### src/rtl/mc_controller_pkg.sv
// Shared encodings for the multicycle MIPS control unit: FSM states, opcodes,
// funct codes, ALU function codes and the internal aluop selector.
package mc_controller_pkg;

  typedef enum logic [3:0] {
    StFetch   = 4'd0,
    StDecode  = 4'd1,
    StMemAdr  = 4'd2,
    StMemRd   = 4'd3,
    StMemWb   = 4'd4,
    StMemWr   = 4'd5,
    StRtypeEx = 4'd6,
    StRtypeWb = 4'd7,
    StBeqEx   = 4'd8,
    StAddiEx  = 4'd9,
    StAddiWb  = 4'd10,
    StJEx     = 4'd11
  } state_e;

  localparam logic [5:0] OpRtype = 6'b000000;
  localparam logic [5:0] OpLw    = 6'b100011;
  localparam logic [5:0] OpSw    = 6'b101011;
  localparam logic [5:0] OpBeq   = 6'b000100;
  localparam logic [5:0] OpAddi  = 6'b001000;
  localparam logic [5:0] OpJ     = 6'b000010;

  localparam logic [5:0] FunctAdd = 6'b100000;
  localparam logic [5:0] FunctSub = 6'b100010;
  localparam logic [5:0] FunctAnd = 6'b100100;
  localparam logic [5:0] FunctOr  = 6'b100101;
  localparam logic [5:0] FunctSlt = 6'b101010;

  // 3'b011 and 3'b101 are reserved ALU codes and never generated here.
  localparam logic [2:0] AluAnd = 3'b000;
  localparam logic [2:0] AluOr  = 3'b001;
  localparam logic [2:0] AluAdd = 3'b010;
  localparam logic [2:0] AluSub = 3'b110;
  localparam logic [2:0] AluSlt = 3'b111;

  localparam logic [1:0] AluOpAdd   = 2'b00;
  localparam logic [1:0] AluOpSub   = 2'b01;
  localparam logic [1:0] AluOpFunct = 2'b10;

endpackage

### src/rtl/mc_aludec.sv
// ALU decoder: maps aluop and the R-type funct field to the ALU F code, and
// flags whether funct names a supported operation (independent of aluop).
module mc_aludec
  import mc_controller_pkg::*;
(
  input  logic [1:0] aluop_i,
  input  logic [5:0] funct_i,
  output logic [2:0] alucontrol_o,
  output logic       funct_valid_o
);

  logic [2:0] funct_f;

  always_comb begin
    funct_valid_o = 1'b1;
    funct_f       = AluAdd;
    case (funct_i)
      FunctAdd: funct_f = AluAdd;
      FunctSub: funct_f = AluSub;
      FunctAnd: funct_f = AluAnd;
      FunctOr:  funct_f = AluOr;
      FunctSlt: funct_f = AluSlt;
      default: begin
        funct_f       = AluAdd;
        funct_valid_o = 1'b0;
      end
    endcase
  end

  always_comb begin
    case (aluop_i)
      AluOpSub:   alucontrol_o = AluSub;
      AluOpFunct: alucontrol_o = funct_f;
      default:    alucontrol_o = AluAdd;
    endcase
  end

endmodule

### src/rtl/mc_controller.sv
// Multicycle MIPS control unit: Moore FSM with combinational output decode,
// ALU function decode and branch-qualified PC enable.
module mc_controller
  import mc_controller_pkg::*;
#(
  parameter int unsigned STATEW = 4
) (
  input  logic              clk,
  input  logic              reset,
  input  logic [5:0]        op,
  input  logic [5:0]        funct,
  input  logic              zero,
  output logic [2:0]        alucontrol,
  output logic              alusrca,
  output logic [1:0]        alusrcb,
  output logic [1:0]        pcsrc,
  output logic              iord,
  output logic              memtoreg,
  output logic              regdst,
  output logic              irwrite,
  output logic              memwrite,
  output logic              regwrite,
  output logic              pcen,
  output logic [STATEW-1:0] state
);

  state_e     state_q, state_d, dec_st;
  logic       funct_ok_q, funct_ok_d;
  logic       funct_valid;
  logic [1:0] aluop;
  logic       pcwrite, branch, irw, memw, regw;

  mc_aludec u_aludec (
    .aluop_i      (aluop),
    .funct_i      (funct),
    .alucontrol_o (alucontrol),
    .funct_valid_o(funct_valid)
  );

  always_ff @(posedge clk) begin
    if (reset) begin
      state_q    <= StFetch;
      funct_ok_q <= 1'b0;
    end else begin
      state_q    <= state_d;
      funct_ok_q <= funct_ok_d;
    end
  end

  // Remember funct validity at execute so the writeback can veto regwrite.
  assign funct_ok_d = (state_q == StRtypeEx) ? funct_valid : funct_ok_q;

  always_comb begin
    state_d = StFetch;
    case (state_q)
      StFetch:  state_d = StDecode;
      StDecode: begin
        case (op)
          OpLw, OpSw: state_d = StMemAdr;
          OpRtype:    state_d = StRtypeEx;
          OpBeq:      state_d = StBeqEx;
          OpAddi:     state_d = StAddiEx;
          OpJ:        state_d = StJEx;
          default:    state_d = StFetch;
        endcase
      end
      StMemAdr: begin
        if (op == OpLw)      state_d = StMemRd;
        else if (op == OpSw) state_d = StMemWr;
        else                 state_d = StFetch;
      end
      StMemRd:   state_d = StMemWb;
      StRtypeEx: state_d = StRtypeWb;
      StAddiEx:  state_d = StAddiWb;
      default:   state_d = StFetch;
    endcase
  end

  // While reset is held the datapath sees FETCH decode with all writes masked.
  assign dec_st = reset ? StFetch : state_q;

  always_comb begin
    aluop    = AluOpAdd;
    alusrca  = 1'b0;
    alusrcb  = 2'b00;
    pcsrc    = 2'b00;
    iord     = 1'b0;
    memtoreg = 1'b0;
    regdst   = 1'b0;
    irw      = 1'b0;
    memw     = 1'b0;
    regw     = 1'b0;
    pcwrite  = 1'b0;
    branch   = 1'b0;
    case (dec_st)
      StFetch: begin
        irw     = 1'b1;
        pcwrite = 1'b1;
        alusrcb = 2'b01;
      end
      StDecode: alusrcb = 2'b11;
      StMemAdr, StAddiEx: begin
        alusrca = 1'b1;
        alusrcb = 2'b10;
      end
      StMemRd: iord = 1'b1;
      StMemWb: begin
        regw     = 1'b1;
        memtoreg = 1'b1;
      end
      StMemWr: begin
        iord = 1'b1;
        memw = 1'b1;
      end
      StRtypeEx: begin
        alusrca = 1'b1;
        aluop   = AluOpFunct;
      end
      StRtypeWb: begin
        regw   = funct_ok_q;
        regdst = 1'b1;
      end
      StBeqEx: begin
        alusrca = 1'b1;
        branch  = 1'b1;
        pcsrc   = 2'b01;
        aluop   = AluOpSub;
      end
      StAddiWb: regw = 1'b1;
      StJEx: begin
        pcwrite = 1'b1;
        pcsrc   = 2'b10;
      end
      default: ;
    endcase
  end

  assign irwrite  = irw & ~reset;
  assign memwrite = memw & ~reset;
  assign regwrite = regw & ~reset;
  assign pcen     = (pcwrite | (branch & zero)) & ~reset;
  assign state    = STATEW'(state_q);

endmodule

### config.mk
export PLATFORM = sky130hd
export DESIGN_NAME = mc_controller
export DESIGN_NICKNAME = d
export VERILOG_FILES = /design/src/rtl/mc_controller_pkg.sv /design/src/rtl/mc_aludec.sv /design/src/rtl/mc_controller.sv
export SDC_FILE = /design/constraint.sdc
export NUM_CORES = 1
export LEC_CHECK = 0
export BUFFER_PORTS_ARGS = -buffer_cell sky130_fd_sc_hd__buf_2
export CORE_MARGIN = 5
export CORE_UTILIZATION = 38
export DETAILED_ROUTE_END_ITERATION = 6
export PLACE_DENSITY = 0.79
export RECOVER_POWER = 25
export SYNTH_ARGS = -nofsm -noshare
export SYNTH_HDL_FRONTEND = slang
export SYNTH_SLANG_ARGS = --single-unit
### constraint.sdc
create_clock -name clk -period 1.95 [get_ports clk]
set_clock_uncertainty 0.1 [all_clocks]
set_input_delay 0.39 -clock clk [delete_from_list [all_inputs] [get_ports clk]]
set_output_delay 0.39 -clock clk [all_outputs]
set_load 0.005 [all_outputs]
==> run metrics <==
Max Slew Vio Count 0; Netlist Area Pre-Place 603.1 sq um; number of synthesized register bits 5; switching power 0.09220 mW; most common cell in the synthesized netlist nor2_1; share of layout cells above drive strength 1 52.63%; Total Power 0.3206 mW; WP data required 1460 ps; Remaining DRCs 0; final hold vios 0; Layout area overhead 58.09%; Final Critical Period 1995 ps; Primary FF master, synth dfxtp_1; max cap viols 0; clock buffer depth 2; CTS root buf clkbuf_4; number of I/O pins 34; die width 49.84 um; Placement Rows 14; ANT cells 0; post-route cell area 953.4 sq um; worst setup margin -44.53 ps; worst-margin pin slew 406.6 ps; asr flop ratio synth 0%; fmax 501.4 MHz; P_int 0.2284 mW; number of fill cells in the layout 148; Post-Route Utilization 63.29%; core area 1506 sq um; largest net degree at the start of global routing 15; slowest CP cell dfxtp_2; vias per cell 5.577; startpoint types register; Initial DRC Count 11; Die Y 49.84 um; clock slew at reported path FFs 40 ps; sequential share of the synthesized area 16.60%; Leak Pwr 0.4211 nW; Mapped Cells 89; failing checks setup timing; area of placed instances 850.8 sq um; clock power share 36.1%; port bufs 33; maximum vdd drop 0.0002126 V; warnings from Yosys 0; hold crit path type reg -> reg; arrival time worst endpoint 1500 ps; Synth top area share 16.60%; Worst Path Buf+Inv 2; PwrDens 336.3 nW/um^2; critical path peak fanout 3; status finished with violations; syn_nets 106; vias in the first global route 811; nets 151; via count 831; final setup violating endpoints 3; Worst path top cell family by delay simple AND/OR/NAND/NOR gates; total grt overflow 0; number of flops mapped to enable cells by yosys 0; critical path cell sequence nor2_4 > nand2_2 > or2_4 > inv_2 > ha_4 > nor3_2 > buf_2; dpl hpwl 1535 um; average wire per standard cell 13.47 um; delay of the slowest critical-path stage 330 ps; CTS tree done; clk_lat worst skew 230 ps; Clock Sinks 5; FF+latch area 103.9 sq um; Netlist cell types 35; synthesized area per cell 6.776 sq um; cts bufs inserted 3; top cell type by total area after synthesis dfxtp_1; sw frac 28.76%; Slew HR 72.51%; final worst-path cycle share 102.3%; Die ar. 2484 sq um; first-pass GRT wire length 3139 um; number of routed nets with antenna violations 0; RSZ-0062 raised after global routing true; sequential power share 33.7%; crit path kind reg -> out; Initial Util 40.03%; Combinational Power Share 30.2%; Multi-input gate area 529.3 sq um; TritonRoute pass-1 iters 4; Final GP Congestion 0.8639; top cells by count, synth nor2_1, nor3_1, a21oi_1; critical path capture point type output pin; final WL 2007 um; GRT Overall Usage 15.30%; ranking of synthesized cells by area dfxtp_1, nor2_1, nor3_1, a21oi_1, ha_1; initial antenna violation count 0; H-tree depth 1
[logic make-up after synthesis]
logic type	after synthesis	synth area share, %
and+or+nand+nor	45	41.08
AOI/OAI and AO/OA	23	25.73
buffers and inverters	10	6.430
DFF	5	16.60
xor gates and xnor gates	3	4.358
adders and majority gates	2	4.149
muxes	1	1.660
[worst min-delay path: stages (launching register included)]
cell and delay, ps:
dfxtp_1 320, mux2i_1 70, nor2_1 80
[power by group through the flow]
stage               sequential (mW)  combinational [mW]  clock [mW]
floorplan                     0.109              0.0428           0
global placement              0.109              0.0860           0
detailed placement            0.109              0.0885           0
CTS                           0.107              0.0918       0.118
global route                  0.108               0.106       0.135
finish                        0.108              0.0967       0.116
[metrics by stage]
step / instances / setup slack (ps) / TNS [ps] / hold WS, ps
6_report: 149 / -44.53 / -108.9 / 401.5
5_1_grt: 149 / -151.9 / -485.1 / 420.4
4_1_cts: 148 / -57.48 / -143.3 / 389.6
3_5_place_dp: 143 / -90.69 / -210.4 / 400.8
3_3_place_gp: 143 / -30.17 / -47.21 / 382.9
2_1_floorplan: 89 / -4.552 / -4.552 / 360.0
[layout by cell type (no fill, tap or decap), types with 3 or more instances in the layout]
cell type / instances
clkbuf_4: 3
dfxtp_2: 3
nor2_1: 6
nand3_1: 3
nor3_1: 7
nand2b_1: 3
inv_1: 4
buf_2: 33
buf_4: 12
a21oi_1: 5
nand2_1: 3
o21ai_0: 4
nor2_2: 4
[flip-flops by register name, summed over array words and instances, names as in the netlist]
name and count:
state 4, funct_ok_q 1
[cell type report]
| cell class | count | area share (%) |
|---|---|---|
| Clock buffer | 4 | 2.756 |
| Inverter | 5 | 1.969 |
| Multi-Input combinational cell | 74 | 55.51 |
| Sequential cell | 5 | 10.89 |
| Tap cell | 16 | 2.100 |
| Timing Repair Buffer | 45 | 26.77 |
[path summary, 6_finish.rpt]
check | slack, ps | cells past startpoint | start | endpoint
max | -40 | 7 | state[3] | alucontrol[0]
min | 400 | 2 | funct_ok_q | funct_ok_q
max reg2reg | 400 | 4 | state[0] | state[1]
min reg2reg | 400 | 2 | funct_ok_q | funct_ok_q
[what timing repair did]
action	CTS	global route
hold buffers	0	0
gates cloned	0	0
resized for setup	5	12
endpoints found under the setup margin	3	4
pin swaps	0	3
setup buffers	1	1
[routing by layer]
metal	track usage, %	share of wire, %	vias up
li1	-	-	413
met1	17.57	40	390
met2	27.33	53	28
met3	2.108	6.2	0
met4	6.987	0	0
met5	0	0	-
No activity file was read; power rests on OpenSTA's default activity.
